===== src/rtl/fetch_pkg.sv =====
// fetch_pkg: shared definitions for the instruction-fetch stage.
//   - fetch_state_e : FSM state encoding (BOOT, FETCH, IMM)
//   - LONG_PREFIX   : top-bit pattern that marks a two-word instruction
//   - LONG_PREFIX_W : number of top bits the prefix occupies ([W-1 -: 2])
//   - DEF_RESET_VEC : default address of the boot-PC word
package fetch_pkg;

  typedef enum logic [1:0] {
    ST_BOOT  = 2'b00,
    ST_FETCH = 2'b01,
    ST_IMM   = 2'b10
  } fetch_state_e;

  localparam logic [1:0]  LONG_PREFIX   = 2'b11;
  localparam int          LONG_PREFIX_W = 2;
  localparam logic [15:0] DEF_RESET_VEC = 16'h0000;

endpackage


===== src/rtl/fetch_stage_pc_next_sel.sv =====
// pc_next_sel: combinational next-PC selection for the fetch stage.
// Ports:
//   state       in  current fetch FSM state
//   flush       in  redirect request (wins over stall)
//   stall       in  hold request
//   pc          in  current PC register
//   boot_pc     in  memory word read from the reset vector (used in BOOT)
//   redirect_pc in  redirect target
//   pc_next     out value the PC register takes at the next edge
//   pc_inc      out pc + 1, modulo 2^AW
module pc_next_sel
  import fetch_pkg::*;
#(
  parameter int AW = 16
) (
  input  fetch_state_e  state,
  input  logic          flush,
  input  logic          stall,
  input  logic [AW-1:0] pc,
  input  logic [AW-1:0] boot_pc,
  input  logic [AW-1:0] redirect_pc,
  output logic [AW-1:0] pc_next,
  output logic [AW-1:0] pc_inc
);

  // Next-PC mux: BOOT ignores stall/flush; otherwise flush > stall > advance.
  always_comb begin
    pc_inc  = pc + {{(AW-1){1'b0}}, 1'b1};
    pc_next = pc;
    case (state)
      ST_BOOT: begin
        pc_next = boot_pc;
      end
      ST_FETCH, ST_IMM: begin
        if (flush) begin
          pc_next = redirect_pc;
        end else if (stall) begin
          pc_next = pc;
        end else begin
          pc_next = pc_inc;
        end
      end
      default: begin
        // Illegal state: keep the PC while the FSM recovers.
        pc_next = pc;
      end
    endcase
  end

endmodule


===== src/rtl/fetch_stage.sv =====
// fetch_stage: instruction fetch feeding the IF/ID pipeline register.
// Boots the PC from the word at RESET_VEC, then fetches one- or two-word
// instructions (two-word when the top two bits are 2'b11).
// Ports:
//   clk, rst           clock; asynchronous active-low reset
//   stall              hold PC, FSM and IF/ID
//   flush, redirect_pc drop in-flight fetch and restart at redirect_pc
//   imem_addr/data     combinational-read instruction memory
//   pc                 current PC register
//   ifid_*             IF/ID register; fields are meaningful only when ifid_valid=1
module fetch_stage
  import fetch_pkg::*;
#(
  parameter int            W         = 16,
  parameter int            AW        = 16,
  parameter logic [AW-1:0] RESET_VEC = AW'(DEF_RESET_VEC)
) (
  input  logic          clk,
  input  logic          rst,
  input  logic          stall,
  input  logic          flush,
  input  logic [AW-1:0] redirect_pc,
  output logic [AW-1:0] imem_addr,
  input  logic [W-1:0]  imem_data,
  output logic [AW-1:0] pc,
  output logic [W-1:0]  ifid_instr,
  output logic [W-1:0]  ifid_imm,
  output logic [AW-1:0] ifid_pc_next,
  output logic          ifid_valid
);

  fetch_state_e  state_r, state_nxt_s;
  logic [AW-1:0] pc_r, pc_nxt_s, pc_inc_s, boot_pc_s;
  logic [W-1:0]  first_word_r, first_nxt_s;
  logic [W-1:0]  ifid_instr_r, instr_nxt_s;
  logic [W-1:0]  ifid_imm_r, imm_nxt_s;
  logic [AW-1:0] ifid_pc_next_r, pcn_nxt_s;
  logic          ifid_valid_r, valid_nxt_s;
  logic          is_long_s;

  assign is_long_s = (imem_data[W-1 -: LONG_PREFIX_W] == LONG_PREFIX);
  assign boot_pc_s = AW'(imem_data);
  assign imem_addr = (state_r == ST_BOOT) ? RESET_VEC : pc_r;

  assign pc           = pc_r;
  assign ifid_instr   = ifid_instr_r;
  assign ifid_imm     = ifid_imm_r;
  assign ifid_pc_next = ifid_pc_next_r;
  assign ifid_valid   = ifid_valid_r;

  pc_next_sel #(.AW(AW)) u_pc_next_sel (
    .state       (state_r),
    .flush       (flush),
    .stall       (stall),
    .pc          (pc_r),
    .boot_pc     (boot_pc_s),
    .redirect_pc (redirect_pc),
    .pc_next     (pc_nxt_s),
    .pc_inc      (pc_inc_s)
  );

  // Next-state and IF/ID load logic; unlisted fields hold their value.
  always_comb begin
    state_nxt_s = state_r;
    first_nxt_s = first_word_r;
    instr_nxt_s = ifid_instr_r;
    imm_nxt_s   = ifid_imm_r;
    pcn_nxt_s   = ifid_pc_next_r;
    valid_nxt_s = ifid_valid_r;
    case (state_r)
      ST_BOOT: begin
        state_nxt_s = ST_FETCH;
        valid_nxt_s = 1'b0;
      end
      ST_FETCH, ST_IMM: begin
        if (flush) begin
          // Any half-fetched two-word instruction is abandoned here.
          state_nxt_s = ST_FETCH;
          first_nxt_s = {W{1'b0}};
          valid_nxt_s = 1'b0;
        end else if (stall) begin
          state_nxt_s = state_r;
        end else if (state_r == ST_IMM) begin
          instr_nxt_s = first_word_r;
          imm_nxt_s   = imem_data;
          pcn_nxt_s   = pc_inc_s;
          valid_nxt_s = 1'b1;
          state_nxt_s = ST_FETCH;
        end else if (is_long_s) begin
          // Opcode word captured; emit a bubble while the immediate is read.
          first_nxt_s = imem_data;
          valid_nxt_s = 1'b0;
          state_nxt_s = ST_IMM;
        end else begin
          instr_nxt_s = imem_data;
          imm_nxt_s   = {W{1'b0}};
          pcn_nxt_s   = pc_inc_s;
          valid_nxt_s = 1'b1;
        end
      end
      default: begin
        state_nxt_s = ST_FETCH;
        valid_nxt_s = 1'b0;
      end
    endcase
  end

  // State, PC and IF/ID registers.
  always_ff @(posedge clk or negedge rst) begin
    if (!rst) begin
      state_r        <= ST_BOOT;
      pc_r           <= {AW{1'b0}};
      first_word_r   <= {W{1'b0}};
      ifid_instr_r   <= {W{1'b0}};
      ifid_imm_r     <= {W{1'b0}};
      ifid_pc_next_r <= {AW{1'b0}};
      ifid_valid_r   <= 1'b0;
    end else begin
      state_r        <= state_nxt_s;
      pc_r           <= pc_nxt_s;
      first_word_r   <= first_nxt_s;
      ifid_instr_r   <= instr_nxt_s;
      ifid_imm_r     <= imm_nxt_s;
      ifid_pc_next_r <= pcn_nxt_s;
      ifid_valid_r   <= valid_nxt_s;
    end
  end

endmodule


===== config.mk =====
export PLATFORM = sky130hd
export DESIGN_NAME = fetch_stage
export DESIGN_NICKNAME = d
export VERILOG_FILES = /design/src/rtl/fetch_pkg.sv /design/src/rtl/fetch_stage_pc_next_sel.sv /design/src/rtl/fetch_stage.sv
export SDC_FILE = /design/constraint.sdc
export NUM_CORES = 1
export LEC_CHECK = 0
export BUFFER_PORTS_ARGS = -buffer_cell sky130_fd_sc_hd__buf_2
export CORE_MARGIN = 4
export CORE_UTILIZATION = 45
export DETAILED_ROUTE_END_ITERATION = 8
export PLACE_DENSITY_LB_ADDON = 0.08
export SYNTH_ARGS = -nofsm -noshare
export SYNTH_HDL_FRONTEND = slang
export SYNTH_SLANG_ARGS = --single-unit

===== constraint.sdc =====
create_clock -name clk -period 2.2 [get_ports clk]
set_clock_uncertainty 0.15 [all_clocks]
set_input_delay 0.22 -clock clk [delete_from_list [all_inputs] [get_ports clk]]
set_output_delay 0.22 -clock clk [all_outputs]
set_load 0.02 [all_outputs]

# ---- After elaboration in Yosys (flattened, before gate mapping)
# Cells that the tools add are included.
dict set report totals {
  out_inout_bits 81
  elab_cells 50
  input_bits 36
  ff_bits 83
}
dict set report op_classes {
  eq_ne 8
  n_bitwise 2
  reduce_logical 8
  mux 24
  addsub 1
}
# op count
set op_table {}
lappend op_table {{16-bit two-way mux} 13}
lappend op_table {{16-bit one-hot mux with 2 select lines} 1}
lappend op_table {{16-bit by 1-bit adder with 16-bit output, second input constant} 1}
lappend op_table {{2-bit two-way mux} 5}
lappend op_table {{4-bit AND reduction} 2}
lappend op_table {{1-bit two-way mux} 5}
lappend op_table {{2-bit equality test, second input constant} 2}
lappend op_table {{2-bit by 1-bit inequality test with 1-bit output, second input constant} 2}
lappend op_table {{4-bit inequality test, second input constant} 1}
lappend op_table {{2-bit AND reduction} 2}
lappend op_table {{2-bit nonzero test} 2}
lappend op_table {{3-bit inequality test, second input constant} 1}
lappend op_table {{2-bit by 1-bit equality test with 1-bit output, second input constant} 1}
lappend op_table {{2-bit logical NOT} 1}
lappend op_table {{2-bit inequality test, second input constant} 1}
lappend op_table {{1-bit inverter} 2}
lappend op_table {{2-bit OR reduction} 1}

# ---- Depth between registers and ports, before layout
# Gate-level depths: netlist (run 1).
dict set report depth {
  ltp_word 6
  mapped_depth 9
  depth_no_buf 6
}

# ---- Modules after synthesis
# From an unflattened synthesis (run 1), not the netlist that was laid out.
dict set report hier_totals {
  hier_cells 418
  hier_area_um2 4624.4
}
# mod cells_per_inst seq_area_each_um2 area_each_um2 instances
set modules_own_cells {}
lappend modules_own_cells {fetch_stage 232 2077.0 3399.5 1}
lappend modules_own_cells {pc_next_sel 186 0.0 1224.9 1}

# ---- Worst setup path after synthesis (run 1)
# OpenSTA, ideal clock, no wires.
dict set report synth_timing {
  path_kind {register -> register}
  start {register state_r[0]}
  end {register state_r[0]}
  n_path_buf 2
  path_stages_with_launch 7
  t_arrival_ns 1.721
  period_less_slack_ns 1.997
  setup_slack_ns 0.203
  required_ns 1.924
  setup_time_ns 0.126
  path_cell_list {dfrtp_1 > inv_1 > ha_1 > buf_4 > or3b_1 > buf_2 > o32a_1}
}
dict set report synth_between {
  elab_chain_len 5
  word_cells_on_any_way 10
  classes_between {4 x eq/ne; 4 x mux; 2 x reduce/logical}
}
# item line
set synth_lines {}
lappend synth_lines {{start, declared} fetch_stage.sv:32} ;# fetch_state_e state_r, state_nxt_s;
lappend synth_lines {{start signal, assigned} fetch_stage.sv:119} ;# state_r <= state_nxt_s;
lappend synth_lines {{2-bit equality test} {fetch_stage.sv:70, fetch_stage.sv:83}}
lappend synth_lines {{2-bit two-way mux} fetch_stage.sv:83} ;# end else if (state_r == ST_IMM) begin
lappend synth_lines {{2-bit two-way mux} fetch_stage.sv:81} ;# end else if (stall) begin
lappend synth_lines {{2-bit two-way mux} fetch_stage.sv:76} ;# if (flush) begin
lappend synth_lines {{2-bit two-way mux} fetch_stage.sv:70} ;# case (state_r)
# Parallel ways exist; a longest one is shown, timed or not. The select of a mux whose other input is x is not followed.
# A chain may end at the register's enable or synchronous reset.

# ---- Worst setup path after layout (run 1)
dict set report layout_timing {
  start {register state_r[0]}
  end {register pc_r[9], in the netlist pc[9]}
}
dict set report layout_between {
  elab_chain_len 4
  word_cells_on_any_way 8
  classes_between {3 x eq/ne; 1 x mux; 4 x reduce/logical}
}
# item line
set layout_lines {}
lappend layout_lines {{2-bit equality test or 2-bit by 1-bit equality test with 1-bit output (tied branches)} fetch_stage_pc_next_sel.sv:30} ;# case (state)
lappend layout_lines {{2-bit OR reduction} fetch_stage_pc_next_sel.sv:30}
lappend layout_lines {{3-bit inequality test (no line) or 2-bit nonzero test (tied branches)} -}
lappend layout_lines {{2-bit AND reduction (no line)} -}
lappend layout_lines {{end signal, assigned} fetch_stage.sv:112} ;# pc_r <= {AW{1'b0}};
lappend layout_lines {{end signal, assigned} fetch_stage.sv:120} ;# pc_r <= pc_nxt_s;
lappend layout_lines {{end, declared} fetch_stage.sv:33} ;# logic [AW-1:0] pc_r, pc_nxt_s, pc_inc_s, boot_pc_s;
# Parallel ways exist; a longest one is shown, timed or not.

==> impl_metrics.csv, run 1 <==
group,metric,value,unit
clock_network,clk_pin_slew_worst_paths,0.10,ns
outcome,status,"finished clean",
power,p_total,7.40,mW
run,drv_cap,0,
drt,drtPass1Iterations,5,
power,cellLeakagePower,2.54,nW
global_route,grt_max_degree,51,
global_route,grt_first_pass_wirelength,18200,um
final_layout,drive_gt1_share,33.5,%
drt,antenna_left,0,
synthesis,netlist.area_leader.share,50.9,%
sta,setup_viol,0,
clock_network,cts_tree,"done",
clock_network,cts_sinks,83,
sta,rsz0062_at_grt,"no",
sta,fin_crit,2.08,ns
synthesis,post-synth-top-count-cell,"dfrtp_1",
setup_path,arrival,2.19,ns
final_layout,syn_to_final_growth,28.6,%
final_layout,stdcell_area,5250,sq um
placed_design,detailed_place_hpwl,8180,um
power,power.density,1410,nW/um^2
global_route,antenna_found_initial,1,
setup_path,start_kind,"register",
sta,finalHoldViolCount,0,
drt,viasPerCell,5.54,
clock_network,cts_buffers,9,
synthesis,ys_types,60,
setup_path,cp-end-kind,"register",
synthesis,synthesis.area,4080,sq um
synthesis,yosys-top-cells-area,"dfrtp_1 (51%), a22o_1 (6.4%), mux2i_1 (4.4%)",
synthesis,ys_ff_latch,83,
placed_design,placedInstanceArea,4840,sq um
setup_path,critPathRequiredTime,2.31,ns
final_layout,regArea,2080,sq um
synthesis,synth_area_per_cell,10.5,sq um
floorplanning,dieHeight,103,um
final_layout,multiInputGateArea,1850,sq um
global_route,grt_pass1_vias,3459,
global_route,grtUsageTotal,22.0,%
clock_network,clockBufferDepth,2,
floorplanning,rows,34,
floorplanning,die_area,10700,sq um
placed_design,globalplace.congestion,0.870,
synthesis,synthTopCellsByCount,"dfrtp_1 (83), nand2_1 (46), a22o_1 (30), o21ai_0 (23), o21ai_1 (19)",
synthesis,synth_cells,389,
synthesis,synth_seq_area_share,50.9,%
final_layout,fill_cells,782,
floorplanning,fp.dieW,103,um
clock_network,insertion_delay,0.35,ns
drt,num_vias,3540,
floorplanning,core-area,8760,sq um
sta,final.period_utilization,94.6,%
setup_path,crit_type,"register to register",
sta,worst_slew_pin_slew,0.690,ns
drt,wire_per_inst,17.6,um
power,peakVddDrop,0.643,mV
global_route,grt-ovfl-total,0,
synthesis,synth_edf_count,0,
final_layout,final_core_util,59.9,%
placed_design,port_buffers,116,
synthesis,synth_top_cell_by_area,"dfrtp_1",
drt,drc,0,
sta,slew_headroom,54.0,%
drt,dr.first_iter.drc_count,154,
sta,final_max_slew_viol_count,0,
floorplanning,io_pins,117,
drt,routed_wl,11300,um
floorplanning,start_util,46.6,%
clock_network,cts_root_buf,"clkbuf_8",
worst_hold_path,min_path_type,"input port to register",
synthesis,ys.flop_type,"dfrtp_1",
final_layout,num_antenna_cells,0,
final_layout,fin_nets,566,
synthesis,syn_nets,429,
synthesis,async_reset_ff_share,100,%
sta,max_freq,480,MHz
clock_network,htree_num_levels,3,
synthesis,ys_warn_count,0,
setup_path,crit_fanout,16,
==> worst max-delay path, stage by stage, from the launching register on <==
cell,delay [ns]
dfrtp_1,0.38
inv_1,0.07
ha_2,0.38
buf_8,0.17
nor2_1,0.08
buf_4,0.14
a21oi_4,0.21
buf_4,0.17
nor2_1,0.04
a221oi_1,0.21
==> where the power goes <==
group	internal [mW]	leakage, nW	switching, mW
clock network	0.537	0.0910	0.588
logic	1.44	1.39	2.28
registers	2.06	1.06	0.486
total	4.04	2.54	3.35
==> layout by cell type (no fill, tap or decap), drive strengths merged, types with 2 or more instances in the layout <==
| cell type | n |
|---|---|
| buf | 141 |
| inv | 10 |
| a32oi | 4 |
| ha | 4 |
| clkinvlp | 3 |
| dlygate4sd3 | 14 |
| nand4 | 4 |
| dfrtp | 83 |
| o21ai | 43 |
| nand3b | 4 |
| xnor2 | 9 |
| xor2 | 4 |
| a22o | 30 |
| clkbuf | 10 |
| mux2i | 18 |
| o311ai | 3 |
| nand3 | 7 |
| nor3b | 2 |
| nor3 | 4 |
| nor2b | 15 |
| nor4 | 4 |
| o22ai | 4 |
| a211oi | 3 |
| nand2 | 47 |
| a21o | 3 |
| and2 | 5 |
| nor2 | 18 |
| a221oi | 3 |
| a211o | 2 |
| a21oi | 12 |
==> registers in the layout, indices dropped and copies added (netlist names) <==
register and cells:
ifid_instr 16, ifid_valid 1, first_word_r 16, state_r 2, ifid_pc_next 16, pc 16, ifid_imm 16
==> area by class of cell <==
cell class,instances,area share [%]
clock inverters,6,1.38
multi-input cells,269,35.3
flip-flops and latches,83,39.6
clock buffers,10,2.43
repair buffers,155,18.2
well taps,108,2.57
inverters,8,0.572
==> layer usage <==
| layer | up-vias | share of wire (%) | track usage (%) |
|---|---|---|---|
| li1 | 1678 | - | - |
| met1 | 1712 | 46 | 32.0 |
| met2 | 136 | 45 | 34.1 |
| met3 | 12 | 7.8 | 4.23 |
| met4 | 2 | 1.0 | 5.78 |
| met5 | - | 0.16 | 0 |
==> repair_timing <==
| action | CTS | global route |
|---|---|---|
| hold buffers | 14 | 0 |
| endpoints found under the hold margin | 46 | 0 |
| setup endpoints to repair | 15 | 45 |
| pin swaps | 0 | 1 |
| setup buffers | 0 | 4 |
| gates resized for setup | 1 | 8 |
| gates cloned | 0 | 0 |
==> per-stage QoR <==
stage	hold WS, ns	TNS (ns)	instances	worst slack, ns
floorplan	-0.226	0	389	0.203
global placement	0.0514	0	605	0.0655
detailed placement	0.0567	-0.142	605	-0.0171
CTS	0.00200	0	635	0.00161
global route	0.0140	0	639	0.0168
finish	0.0106	0	639	0.119
==> cell families after synthesis <==
kind of cell	share of synthesized area [%]
compound gates	20.1
simple gates	16.0
flops	50.9
buf+inv	4.29
mux	4.69
xor+xnor	2.79
fa+ha+maj	1.23
==> worst paths after layout <==
| path | start | to | cells past startpoint | slack, ns |
|---|---|---|---|---|
| min reg2reg | ifid_pc_next[3] | ifid_pc_next[3] | 2 | 0.33 |
| min in group asynchronous | rst | ifid_pc_next[2] | 2 | 0.21 |
| max | state_r[0] | pc[9] | 9 | 0.12 |
| max in group asynchronous | rst | first_word_r[4] | 3 | 1.08 |
| min | imem_data[5] | ifid_imm[5] | 2 | 0.01 |
| max reg2reg | state_r[0] | pc[9] | 9 | 0.12 |
Note: power is estimated with default switching activity, not from simulation.
==> run 2: changes to the inputs <==
--- a/config.mk
+++ b/config.mk
@@ -5,6 +5,7 @@
 export SDC_FILE = /design/constraint.sdc
 export NUM_CORES = 1
 export LEC_CHECK = 0
+export ABC_AREA = 1
 export BUFFER_PORTS_ARGS = -buffer_cell sky130_fd_sc_hd__buf_2
 export CORE_MARGIN = 4
 export CORE_UTILIZATION = 45
==> impl_metrics.csv, run 2 <==
group,metric,value,unit
clock_network,clockBufferDepth,2,
power,p_sw,3.60,mW
clock_network,insertion_delay,0.35,ns
setup_path,arrival,2.13,ns
setup_path,critPathRequiredTime,2.33,ns
floorplanning,io_pins,117,
final_layout,drive_gt1_share,23.8,%
power,internal-power,3.94,mW
final_layout,multiInputGateArea,1620,sq um
floorplanning,core-area,8760,sq um
floorplanning,die_area,10600,sq um
final_layout,syn_to_final_growth,26.6,%
synthesis,synth_top_cell_by_area,"dfrtp_1",
synthesis,synthXorXnorAreaFrac,1.51,%
setup_path,crit_type,"register to register",
synthesis,synth_cells,516,
clock_network,cts_buffers,9,
synthesis,ys.flop_type,"dfrtp_1",
power,clockPowerShare,15.5,%
synthesis,ys_types,25,
placed_design,detailed_place_hpwl,8420,um
sta,finalHoldViolCount,0,
power,combPwrFrac,51.1,%
global_route,grt_pass1_vias,3810,
final_layout,fin_nets,686,
drt,viasPerCell,5.19,
global_route,grt-ovfl-total,0,
synthesis,post-synth-top-count-cell,"nand2_1",
sta,setup_viol,0,
floorplanning,start_util,46.3,%
global_route,grt_first_pass_wirelength,19000,um
setup_path,reg2reg_depth,9,
synthesis,synthSimpleGateAreaFrac,22.5,%
setup_path,cp-end-kind,"register",
clock_network,cts_tree,"done",
floorplanning,rows,34,
sta,max_freq,499,MHz
final_layout,regArea,2080,sq um
synthesis,async_reset_ff_share,100,%
sta,slew_headroom,64.6,%
global_route,grtUsageTotal,23.4,%
sta,final_max_slew_viol_count,0,
synthesis,syn_nets,556,
setup_path,crit_fanout,38,
sta,finalSetupTns,0,ns
final_layout,num_antenna_cells,0,
synthesis,synth_top_family_by_area,"simple AND/OR/NAND/NOR gates",
worst_hold_path,worstHoldStart,"imem_data[0]",
outcome,status,"finished clean",
worst_hold_path,min_path_type,"input port to register",
synthesis,netlist.area_leader.share,51.1,%
drt,routed_wl,11800,um
final_layout,layout_common_cells,"nand2_1 (115), buf_2 (115), nor2_1 (84)",
final_layout,fill_cells,835,
drt,wire_per_inst,15.6,um
global_route,antenna_found_initial,0,
sta,worst_slew_pin_slew,0.530,ns
synthesis,synth_compound_area_share,14.6,%
sta,rsz0062_at_grt,"yes",
setup_path,r2r_start,"state_r[0]",
clock_network,htree_num_levels,3,
sta,fin_crit,2.00,ns
final_layout,final_core_util,58.7,%
synthesis,yosys-top-cells-area,"dfrtp_1 (51%), nand2_1 (11%), nor2_1 (7.8%)",
drt,drc,0,
synthesis,synth_edf_count,0,
placed_design,globalplace.congestion,0.906,
drt,drtPass1Iterations,4,
placed_design,port_buffers,116,
synthesis,synthTopCellsByCount,"nand2_1 (115), nor2_1 (84), dfrtp_1 (83), inv_1 (59), o21ai_0 (31)",
synthesis,synth_area_per_cell,7.87,sq um
drt,antenna_left,0,
synthesis,synthMuxAreaShare,0,%
clock_network,cts_root_buf,"clkbuf_8",
worst_hold_path,holdPathEnd,"ifid_instr[0]",
setup_path,reg2reg_to,"ifid_instr[7]",
worst_hold_path,whs_path_depth,3,
clock_network,clk_pin_slew_worst_paths,0.09,ns
synthesis,synth_seq_area_share,51.1,%
global_route,grt_max_degree,47,
clock_network,cts_sinks,83,
drt,num_vias,3937,
synthesis,ys_ff_latch,83,
setup_path,start_kind,"register",
power,cellLeakagePower,2.69,nW
drt,dr.first_iter.drc_count,230,
synthesis,ys_warn_count,0,
synthesis,synthesis.area,4060,sq um
power,peakVddDrop,0.813,mV
run,drv_cap,0,
floorplanning,fp.dieW,103,um
power,switching_share,47.7,%
synthesis,synth_adder_area_share,1.23,%
setup_path,r2r_setup_slack,0.20,ns
floorplanning,dieHeight,103,um
power,pwr-share-seq,33.5,%
sta,final.period_utilization,91.1,%
power,power.density,1470,nW/um^2
## run 2: metrics by stage
stage	setup WS, ns	std cells	total power [mW]	hold slack (ns)	area, sq um
after floorplan	0.426	516	5.07	-0.226	4060
after global placement	0.240	729	6.30	0.0818	4780
after detailed placement	0.109	729	6.39	0.0852	4780
after CTS	0.104	759	7.59	0.000307	5130
after global routing	-0.00566	759	8.16	0.0117	5140
final	0.195	759	7.54	0.0161	5140
## run 2: cell type report
class	instances	area share, %
clock inverter	6	1.41
clock buffer	10	2.68
inverter	64	4.72
timing repair buffer	144	16.7
multi-input combinational	344	31.5
tap	108	2.63
sequential	83	40.4
## run 2: critical path, stage by stage, from the launching register on
cell     delay [ns]
dfrtp_1        0.38
inv_1          0.08
ha_1           0.34
inv_2          0.07
nor2_4         0.11
inv_2          0.07
nor3_4         0.25
buf_12         0.25
nor2_1         0.06
a31oi_1        0.17
## run 2: metal layers
metal  track usage (%)  vias up  part of all wire, %
li1                  -     1920                    -
met1              30.5     1868                   44
met2              39.3      137                   49
met3              3.99       12                  6.4
met4              8.37        0                  1.3
met5                 0        -                    0
## run 2: how the worst max path moves through the flow
stage               start               to  slack, ns  depth (start not counted)
2_1_floorplan  state_r[0]    ifid_instr[0]       0.43                          9
3_3_place_gp   state_r[0]  ifid_pc_next[5]       0.24                          9
3_5_place_dp   state_r[0]      ifid_imm[0]       0.11                          9
4_1_cts        state_r[0]  ifid_pc_next[5]       0.10                          9
5_1_grt        state_r[0]  ifid_pc_next[9]     -0.006                          9
6_report       state_r[0]    ifid_instr[7]       0.20                          9
## run 2: cells by family after synthesis
family	Yosys count
xor gates and xnor gates	7
AOI/OAI and AO/OA	106
DFF	83
adders and majority gates	4
buffers and inverters	89
and+or+nand+nor	227
## run 2: power groups by stage
| stage | Sequential (mW) | Clock [mW] | Combinational, mW |
|---|---|---|---|
| 2_1_floorplan | 3.06 | 0 | 2.01 |
| 3_3_place_gp | 2.54 | 0 | 3.76 |
| 3_5_place_dp | 2.55 | 0 | 3.84 |
| 4_1_cts | 2.53 | 1.19 | 3.87 |
| 5_1_grt | 2.61 | 1.27 | 4.29 |
| 6_report | 2.52 | 1.17 | 3.85 |
## run 2: timing repair
| action | in CTS | in global routing |
|---|---|---|
| endpoints found under the hold margin | 53 | 0 |
| hold buffers | 14 | 0 |
| resized for setup | 0 | 4 |
| buffers inserted | 0 | 0 |
| endpoints found under the setup margin | 0 | 25 |
